--- src/rtl/select_pipe_pkg.sv ---
// Shared types and the lane-extension helper for the select_pipe datapath.
// MAX_W bounds the widest output any instance may request.
package select_pipe_pkg;

  localparam int MAX_W = 64;

  typedef struct packed {
    logic [MAX_W-1:0] data;
    logic             oor;
  } stage_t;

  // Bits at and above in_w are filled with the lane's sign bit when is_signed,
  // otherwise with zero.
  function automatic logic [MAX_W-1:0] extend(input logic [MAX_W-1:0] data,
                                              input int unsigned      in_w,
                                              input logic             is_signed);
    logic [MAX_W-1:0] hi_mask;
    logic             fill;
    hi_mask = {MAX_W{1'b1}} << in_w;
    fill    = is_signed & (|(data & (hi_mask >> 1) & ~hi_mask));
    return (data & ~hi_mask) | (fill ? hi_mask : '0);
  endfunction

endpackage

--- src/rtl/select_pipe_if.sv ---
// Request/response bundle for select_pipe; master drives requests, slave is the pipe.
interface select_pipe_if #(
  parameter int NUM_IN = 4,
  parameter int IN_W   = 4,
  parameter int OUT_W  = 5,
  parameter int SEL_W  = 3,
  parameter int CNT_W  = 8
);
  logic                   in_valid;
  logic                   in_ready;
  logic [SEL_W-1:0]       in_sel;
  logic [NUM_IN*IN_W-1:0] in_data;
  logic                   out_valid;
  logic                   out_ready;
  logic [OUT_W-1:0]       out_data;
  logic                   out_oor;
  logic [CNT_W-1:0]       oor_cnt;
  logic                   clr_cnt;

  modport master (
    output in_valid, in_sel, in_data, out_ready, clr_cnt,
    input  in_ready, out_valid, out_data, out_oor, oor_cnt
  );

  modport slave (
    input  in_valid, in_sel, in_data, out_ready, clr_cnt,
    output in_ready, out_valid, out_data, out_oor, oor_cnt
  );
endinterface

--- src/rtl/select_pipe_skid_buffer.sv ---
// Two-entry valid/ready register slice: an output register plus one skid entry,
// so upstream ready is a flop and never sees downstream ready combinationally.
module skid_buffer #(
  parameter int WIDTH = 8
) (
  input  logic             clk,
  input  logic             rst_n,
  input  logic             in_valid_i,
  output logic             in_ready_o,
  input  logic [WIDTH-1:0] in_data_i,
  output logic             out_valid_o,
  input  logic             out_ready_i,
  output logic [WIDTH-1:0] out_data_o
);

  logic             out_vld_q, out_vld_d;
  logic             skid_vld_q, skid_vld_d;
  logic [WIDTH-1:0] out_dat_q, out_dat_d;
  logic [WIDTH-1:0] skid_dat_q, skid_dat_d;
  logic             in_fire;

  assign in_fire = in_valid_i & ~skid_vld_q;

  // A full skid entry implies a full output register, so it only waits for a drain.
  always_comb begin
    out_vld_d  = out_vld_q;
    out_dat_d  = out_dat_q;
    skid_vld_d = skid_vld_q;
    skid_dat_d = skid_dat_q;
    if (skid_vld_q) begin
      if (out_ready_i) begin
        out_dat_d  = skid_dat_q;
        skid_vld_d = 1'b0;
      end
    end else if (in_fire) begin
      if (!out_vld_q || out_ready_i) begin
        out_vld_d = 1'b1;
        out_dat_d = in_data_i;
      end else begin
        skid_vld_d = 1'b1;
        skid_dat_d = in_data_i;
      end
    end else if (out_ready_i) begin
      out_vld_d = 1'b0;
    end
  end

  always_ff @(posedge clk or negedge rst_n) begin
    if (!rst_n) begin
      out_vld_q  <= 1'b0;
      skid_vld_q <= 1'b0;
      out_dat_q  <= '0;
    end else begin
      out_vld_q  <= out_vld_d;
      skid_vld_q <= skid_vld_d;
      out_dat_q  <= out_dat_d;
    end
  end

  always_ff @(posedge clk) begin
    skid_dat_q <= skid_dat_d;
  end

  assign in_ready_o  = ~skid_vld_q;
  assign out_valid_o = out_vld_q;
  assign out_data_o  = out_dat_q;

endmodule

--- src/rtl/select_pipe.sv ---
// N-way selector: picks one lane, sign/zero-extends it to OUT_W, and hands it to a
// registered skid stage; out-of-range codes yield zero data and bump a saturating counter.
module select_pipe
  import select_pipe_pkg::*;
#(
  parameter int              NUM_IN      = 4,
  parameter int              IN_W        = 4,
  parameter int              OUT_W       = 5,
  parameter int              SEL_W       = 3,
  parameter logic [NUM_IN-1:0] SIGNED_MASK = 4'b1100,
  parameter int              CNT_W       = 8
) (
  input  logic          clk,
  input  logic          rst_n,
  select_pipe_if.slave  bus
);

  if (OUT_W < IN_W) begin : g_chk_out_w
    $error("select_pipe: OUT_W must be >= IN_W");
  end
  if (OUT_W >= MAX_W) begin : g_chk_max_w
    $error("select_pipe: OUT_W must be below select_pipe_pkg::MAX_W");
  end
  if (NUM_IN < 2) begin : g_chk_num_in
    $error("select_pipe: NUM_IN must be >= 2");
  end

  stage_t           stage_p0;
  logic [OUT_W:0]   pay_p0;
  logic [OUT_W:0]   pay_p1;
  logic             unused_hi;
  logic             oor_acc;
  logic [CNT_W-1:0] cnt_q, cnt_d;

  // Stage 0: combinational lane select and extension; unmatched codes stay zero/oor.
  always_comb begin
    stage_p0      = '0;
    stage_p0.oor  = 1'b1;
    for (int i = 0; i < NUM_IN; i++) begin
      if (int'(bus.in_sel) == i) begin
        stage_p0.oor  = 1'b0;
        stage_p0.data = extend(MAX_W'(bus.in_data[i*IN_W +: IN_W]), IN_W, SIGNED_MASK[i]);
      end
    end
  end

  assign pay_p0    = {stage_p0.data[OUT_W-1:0], stage_p0.oor};
  assign unused_hi = |stage_p0.data[MAX_W-1:OUT_W];

  // Stage 1: registered output with skid entry.
  skid_buffer #(
    .WIDTH (OUT_W + 1)
  ) u_skid (
    .clk         (clk),
    .rst_n       (rst_n),
    .in_valid_i  (bus.in_valid),
    .in_ready_o  (bus.in_ready),
    .in_data_i   (pay_p0),
    .out_valid_o (bus.out_valid),
    .out_ready_i (bus.out_ready),
    .out_data_o  (pay_p1)
  );

  assign bus.out_data = pay_p1[OUT_W:1];
  assign bus.out_oor  = pay_p1[0];

  // Counted on the input handshake so a stalled output does not delay the count.
  assign oor_acc = bus.in_valid & bus.in_ready & stage_p0.oor;

  always_comb begin
    cnt_d = cnt_q;
    if (bus.clr_cnt) begin
      cnt_d = oor_acc ? CNT_W'(1) : '0;
    end else if (oor_acc && (cnt_q != '1)) begin
      cnt_d = cnt_q + CNT_W'(1);
    end
  end

  always_ff @(posedge clk or negedge rst_n) begin
    if (!rst_n) begin
      cnt_q <= '0;
    end else begin
      cnt_q <= cnt_d;
    end
  end

  assign bus.oor_cnt = cnt_q;

endmodule
--- src/flat_wrapper.sv ---
// flat-port wrapper written by rule: the top's interface ports become plain ports
module select_pipe_flat import select_pipe_pkg::*;
#(
  parameter int              NUM_IN      = 4,
  parameter int              IN_W        = 4,
  parameter int              OUT_W       = 5,
  parameter int              SEL_W       = 3,
  parameter logic [NUM_IN-1:0] SIGNED_MASK = 4'b1100,
  parameter int              CNT_W       = 8
)
  (clk, rst_n, bus_in_valid, bus_in_sel, bus_in_data, bus_out_ready, bus_clr_cnt, bus_in_ready, bus_out_valid, bus_out_data, bus_out_oor, bus_oor_cnt);
  select_pipe_if #(.NUM_IN(NUM_IN), .IN_W(IN_W), .OUT_W(OUT_W), .SEL_W(SEL_W), .CNT_W(CNT_W)) bus_i ();
  input  logic clk;
  input  logic rst_n;
  input wire logic [$bits(bus_i.in_valid)-1:0] bus_in_valid;
  input wire logic [$bits(bus_i.in_sel)-1:0] bus_in_sel;
  input wire logic [$bits(bus_i.in_data)-1:0] bus_in_data;
  input wire logic [$bits(bus_i.out_ready)-1:0] bus_out_ready;
  input wire logic [$bits(bus_i.clr_cnt)-1:0] bus_clr_cnt;
  output wire logic [$bits(bus_i.in_ready)-1:0] bus_in_ready;
  output wire logic [$bits(bus_i.out_valid)-1:0] bus_out_valid;
  output wire logic [$bits(bus_i.out_data)-1:0] bus_out_data;
  output wire logic [$bits(bus_i.out_oor)-1:0] bus_out_oor;
  output wire logic [$bits(bus_i.oor_cnt)-1:0] bus_oor_cnt;
  assign bus_i.in_valid = bus_in_valid;
  assign bus_i.in_sel = bus_in_sel;
  assign bus_i.in_data = bus_in_data;
  assign bus_i.out_ready = bus_out_ready;
  assign bus_i.clr_cnt = bus_clr_cnt;
  assign bus_in_ready = bus_i.in_ready;
  assign bus_out_valid = bus_i.out_valid;
  assign bus_out_data = bus_i.out_data;
  assign bus_out_oor = bus_i.out_oor;
  assign bus_oor_cnt = bus_i.oor_cnt;
  select_pipe #(.NUM_IN(NUM_IN), .IN_W(IN_W), .OUT_W(OUT_W), .SEL_W(SEL_W), .SIGNED_MASK(SIGNED_MASK), .CNT_W(CNT_W)) u_core (.clk(clk), .rst_n(rst_n), .bus(bus_i));
endmodule
--- config.mk ---
export PLATFORM = sky130hd
export DESIGN_NAME = select_pipe_flat
export DESIGN_NICKNAME = d
export VERILOG_FILES = /design/src/rtl/select_pipe_pkg.sv /design/src/rtl/select_pipe_if.sv /design/src/rtl/select_pipe_skid_buffer.sv /design/src/rtl/select_pipe.sv /design/src/flat_wrapper.sv
export SDC_FILE = /design/constraint.sdc
export NUM_CORES = 1
export LEC_CHECK = 0
export CAP_MARGIN = 20
export CORE_MARGIN = 2
export CORE_UTILIZATION = 48
export CTS_CLUSTER_SIZE = 12
export DETAILED_ROUTE_END_ITERATION = 16
export GPL_TIMING_DRIVEN = 0
export PLACE_DENSITY_LB_ADDON = 0.25
export RECOVER_POWER = 25
export REMOVE_ABC_BUFFERS = 1
export SLEW_MARGIN = 30
export SYNTH_ARGS = -nofsm -noshare
export SYNTH_HDL_FRONTEND = slang
export SYNTH_SLANG_ARGS = --single-unit
--- constraint.sdc ---
create_clock -name clk -period 3.75 [get_ports clk]
set_input_delay 0.5625 -clock clk [delete_from_list [all_inputs] [get_ports clk]]
set_output_delay 0.5625 -clock clk [all_outputs]
set_load 0.1 [all_outputs]
== Word-level counts from Yosys, hierarchy flattened ==
Index checks and enable logic that the tools add are counted.

* Bits of input ports: 24
* Register bits: 22
* Output and inout port bits: 16
* Logic and storage cells: 49

* Bitwise gates (word level): 6
* Add/subtract/negate cells: 1
* Multiplexer cells: 20
* Equality and inequality tests: 6
* Reduce and logical (&&, ||, !) cells: 11

{| class="wikitable"
|+ Operator list
! cell !! number
|-
| 6-bit 2-to-1 mux || 7
|-
| 8-bit 2-to-1 mux || 2
|-
| 5-bit 2-to-1 mux || 3
|-
| 4-bit by 5-bit bitwise OR with 5-bit output || 2
|-
| 3-bit AND reduction || 3
|-
| 8-bit by 1-bit adder with 8-bit output, second input constant || 1
|-
| 1-bit 2-to-1 mux || 8
|-
| 8-bit != test, second input constant || 1
|-
| 2-bit nonzero test || 4
|-
| 3-bit == test, second input constant || 2
|-
| 3-bit by 2-bit == test with 1-bit output, second input constant || 1
|-
| 3-bit zero test || 1
|-
| 1-bit bitwise AND || 2
|-
| 2-bit by 1-bit != test with 1-bit output, second input constant || 1
|-
| 2-bit != test, second input constant || 1
|-
| 1-bit NOT || 2
|-
| 1-bit logical AND || 1
|-
| 1-bit zero test || 1
|-
| 1-bit logical OR || 1
|}

== Longest topological paths before layout ==
* Word-level depth: 9
* Mapped depth: 6
* Depth with buffers taken out: 5

== Cells and area by module ==
Synthesis repeated with hierarchy kept, for this count alone.

* Cell total of the unflattened synthesis: 100
* Area, all modules: 1257.5 µm²

{| class="wikitable"
|+ Modules (own cells, without submodules)
! module !! cells an instance !! instances !! area each (µm²) !! seq. area each (µm²)
|-
| select_pipe || 65 || 1 || 649.4 || 200.2
|-
| skid_buffer || 35 || 1 || 608.1 || 380.4
|}

== Worst setup path after synthesis ==
Ideal clock, no wire load.

* Kind: register to register
* From: reg u_core.cnt_q[0], in the netlist u_core.bus.oor_cnt[0]
* To: reg u_core.cnt_q[1], in the netlist u_core.bus.oor_cnt[1]
* Setup slack: 1.606 ns
* Data arrival time: 2.021 ns
* Buffers on the path: 0
* Required time: 3.627 ns
* Clock period less this slack: 2.144 ns
* Library setup time: 0.123 ns
* Stages on the path, launching flop included: 6
* Cell sequence: dfrtp_1 -> ha_1 -> nand4_1 -> o21ai_4 -> mux2i_1 -> nor2_1

* Cells in the longest elaborated chain, start to end: 3
* Elaborated cells on any way between the ends: 6
* Classes of those cells: add/sub (1); eq/ne (1); mux (2); reduce/logical (2)

{| class="wikitable"
|+ Ends and longest elaborated chain
! item !! line !! RTL
|-
| start: declaration || select_pipe.sv:33 || <nowiki>logic [CNT_W-1:0] cnt_q, cnt_d;</nowiki>
|-
| start signal: assignment || select_pipe.sv:83 || <nowiki>cnt_q <= cnt_d;</nowiki>
|-
| 8-bit by 1-bit adder with 8-bit output / 8-bit != test (equally long branches) || select_pipe.sv:75, select_pipe.sv:74 ||
|-
| 8-bit 2-to-1 mux / 1-bit logical AND (equally long branches) || select_pipe.sv:74 || <nowiki>end else if (oor_acc && (cnt_q != '1)) begin</nowiki>
|-
| 8-bit 2-to-1 mux / 2-bit nonzero test (equally long branches) || -- ||
|}

Several ways; a longest one is shown, not always the timed one. The select of a mux whose other input is x is not followed.
A chain may end at the register's enable or synchronous reset.

== Worst setup path after layout ==
* From: reg u_core.u_skid.skid_vld_q
* To: out bus_in_ready

* Cells in the longest elaborated chain, start to end: 1

{| class="wikitable"
|+ Ends and longest elaborated chain
! item !! line !! RTL
|-
| start: declaration || select_pipe_skid_buffer.sv:17 || <nowiki>logic skid_vld_q, skid_vld_d;</nowiki>
|-
| start signal: assignment || select_pipe_skid_buffer.sv:55 || <nowiki>skid_vld_q <= skid_vld_d;</nowiki>
|-
| 1-bit NOT (no line) || -- ||
|-
| end: declaration || flat_wrapper.sv:20 || <nowiki>output wire logic [$bits(bus_i.in_ready)-1:0] bus_in_ready;</nowiki>
|}

No other way between the ends.

==> summary.md <==
| Metric | Value |
|---|---|
| Tmin final | `2750 ps` |
| RSZ-0062 raised after global routing | `no` |
| IO Pins | `40` |
| Critical-path top delay cell | `clkdlybuf4s50_1` |
| Leading cell type in the layout, fill and taps excluded | `clkdlybuf4s50_1` |
| Setup violators final | `0` |
| FF-to-FF path depth | `4` |
| TNS Setup | `0 ps` |
| R2R Setup Slk | `1970 ps` |
| Post-synth cell types | `39` |
| Die H | `53.1 µm` |
| Final hold vios | `0` |
| Outcome | `complete, no violations` |
| Post-layout util | `69.5%` |
| Clock slew at reported path FFs | `110 ps` |
| Die footprint | `0.00282 mm²` |
| Die W | `53.1 µm` |
| Crit-path max FO | `9` |
| F_max | `364 MHz` |
| First-pass GRT wire length | `3.93 mm` |
| TritonCTS Buffers | `3` |
| Hold Path Depth | `2` |
| Crit end category | `output port` |
| Worst Tran Pin Value | `983 ps` |
| Commonest non-fill, non-tap cells in the layout | `36 x clkdlybuf4s50_1, 16 x dfrtp_1, 11 x nor2_1, 6 x nand2_1, 6 x edfxtp_1` |
| Post-synthesis simple-gate area fraction | `17.4%` |
| Initial antenna violation count | `0` |
| Post-Synth XOR/XNOR Area | `2.27%` |
| Vias in the first global route | `903` |
| Adder-cell share of the synthesized area | `1.08%` |
| Drt wl/cell | `14.3 µm` |
| Register area | `581 µm²` |
| RR Startpoint | `u_core.u_skid.skid_vld_q` |
| Hold-fix buffers, CTS | `0` |
| Total GRT Usage | `19.2%` |
| Clock Root Buffer | `clkbuf_4` |
| Post-Syn Area | `0.00116 mm²` |
| Register area share after synthesis | `50.2%` |
| Max incr delay on CP | `1160 ps` |
| WHS Endpoint | `u_core.u_skid.out_data_o[0]` |
| Clock sink count | `22` |
| Post-CTS Setup Bufs | `0` |
| Post-Route WL | `2.39 mm` |
| Worst Skew | `5.88 ps` |
| Initial Util | `51.3%` |
| Largest net degree at the start of global routing | `17` |
| Layout cells sized above 1 | `9.35%` |
| Cell count after synthesis | `102` |
| CP Cell Sequence | `inv_2 -> clkdlybuf4s50_1` |
| ANT cells | `0` |
| # nets final | `165` |
| Largest family of logic cells by synthesized area | `simple AND/OR/NAND/NOR gates` |
| Slew margin rel. | `34.3%` |
| Number of DRC markers in iteration 0 | `12` |
| H-tree Lvls | `1` |
| Arrival time worst endpoint | `2190 ps` |
| WS Path Type | `flip-flop to output port` |
| DR vias/cell | `5.63` |
| Pleak | `0.000620 µW` |
| P&R area growth vs syn | `35.4%` |
| Post-synthesis mux area share | `12.1%` |
| Filler instances | `186` |
| Hold Path Class | `flip-flop to flip-flop` |
| Multi-input logic area | `527 µm²` |
| CTS tree | `built` |
| FF-to-FF End | `u_core.bus.oor_cnt[7]` |
| Row Count | `17` |
| Maximum VDD drop | `282 µV` |
| Residual DRC | `0` |
| Mapped Avg Cell Area | `11.3 µm²` |
| Hold slack | `521 ps` |
| PD cells | `478 mW/mm²` |
| Worst Path Required | `3190 ps` |
| Slew Limit Fails | `0` |
| Core ar. | `0.00225 mm²` |
| CTS max path bufs | `2` |
| Clk_lat worst skew | `300 ps` |
| Hold_sp | `u_core.u_skid.out_data_o[0]` |
| PortBufs | `39` |
| Compound-cell area share of the yosys netlist | `12.6%` |
| Final period util | `73.3%` |
| Max-Cap Viols | `0` |
| Dpl hpwl | `1.91 mm` |
| #FFs+latches synth | `22` |
| Placer Congestion | `0.731` |
| GR Overflow Total | `0` |
| CTS resizes | `0` |
| Synth warn | `0` |
| Via count | `940` |
| Pre-antenna DRT Iters | `4` |
| Antenna-violating nets left | `0` |
| Worst setup startpoint | `u_core.u_skid.skid_vld_q` |
| Crit path launch type | `flip-flop` |
-- kinds of logic after synthesis --
family,Yosys count
AOI/OAI and AO/OA,21
buffers and inverters,8
and+or+nand+nor,37
muxes,10
DFF,22
adders and majority gates,1
xor gates and xnor gates,3
-- cells in the mapped netlist (all sizes together) --
| cell type | n | share of area [%] |
|---|---|---|
| mux2 | 2 | 1.9 |
| and2b | 1 | 0.65 |
| o21bai | 1 | 0.65 |
| clkbuf | 2 | 0.65 |
| mux2i | 5 | 4.3 |
| nor2 | 11 | 3.6 |
| nor2b | 3 | 1.6 |
| or4 | 1 | 0.65 |
| nand3b | 1 | 0.65 |
| edfxtp | 6 | 16 |
| nand2 | 6 | 1.9 |
| and4bb | 1 | 1.1 |
| o31ai | 1 | 0.65 |
| a22o | 2 | 1.5 |
| o211ai | 3 | 1.9 |
| or3 | 1 | 0.54 |
| nand4 | 3 | 1.6 |
| buf | 4 | 3.0 |
| dfrtp | 16 | 35 |
| nand3 | 3 | 1.7 |
| inv | 2 | 0.65 |
| o22ai | 1 | 0.54 |
| xor2 | 3 | 2.3 |
| o21ai | 5 | 3.1 |
| and2 | 2 | 1.1 |
| a211oi | 1 | 0.65 |
| a21oi | 5 | 2.2 |
| and3b | 1 | 0.76 |
| and3 | 2 | 1.1 |
| mux4 | 3 | 5.8 |
| o22a | 1 | 0.86 |
| a31oi | 1 | 0.54 |
| nor3 | 1 | 0.43 |
| ha | 1 | 1.1 |
-- registers in the layout, indices dropped and copies added (netlist names) --
register	cells
u_core.u_skid.skid_vld_q	1
u_core.bus.oor_cnt	8
u_core.u_skid.skid_dat_q	6
u_core.u_skid.out_data_o	6
u_core.u_skid.out_valid_o	1
-- critical path, delay by kind of cell (launching register included) --
family   cells  cell delay, ps
buf+inv      2            1370
flops        1             510
-- routing by layer --
layer / GRT usage (%) / vias to the layer above / wire (µm) / part of all wire (%)
met5: 0 / - / 0 / 0
met4: 8.55 / 0 / 38 / 1.6
met3: 2.54 / 4 / 142 / 5.9
met2: 35.4 / 37 / 1240 / 52
met1: 22.0 / 443 / 963 / 40
li1: - / 456 / - / -
-- power breakdown --
group	switching (µW)	total, µW	internal, µW
Sequential	21.9	298	276
Combinational	247	342	95.0
Clock	70.0	109	38.8
Total	339	748	410
-- worst max path at each step --
stage | end | slack, ps
after global routing | bus_in_ready | 930
after detailed placement | u_core.bus.oor_cnt[7] | 1330
after floorplan | u_core.bus.oor_cnt[1] | 1610
after global placement | u_core.bus.oor_cnt[7] | 1350
final | bus_in_ready | 1000
after CTS | bus_in_ready | 1000
-- cell type report --
class | instances | share of cell area (%)
Sequential cell | 22 | 37.1
Multi-Input combinational cell | 72 | 33.6
Clock buffer | 3 | 1.44
Tap cell | 28 | 2.24
Timing Repair Buffer | 39 | 24.9
Clock inverter | 1 | 0.240
Inverter | 2 | 0.479
-- per-stage QoR --
stage	cell area (µm²)	cells	worst slack (ps)	power, µW
2_1_floorplan	1110	96	1610	543
3_3_place_gp	1540	163	1350	637
3_5_place_dp	1540	163	1330	646
4_1_cts	1570	167	1000	750
5_1_grt	1570	167	933	775
6_report	1570	167	1000	748
Note: power is estimated with default switching activity, not from simulation.
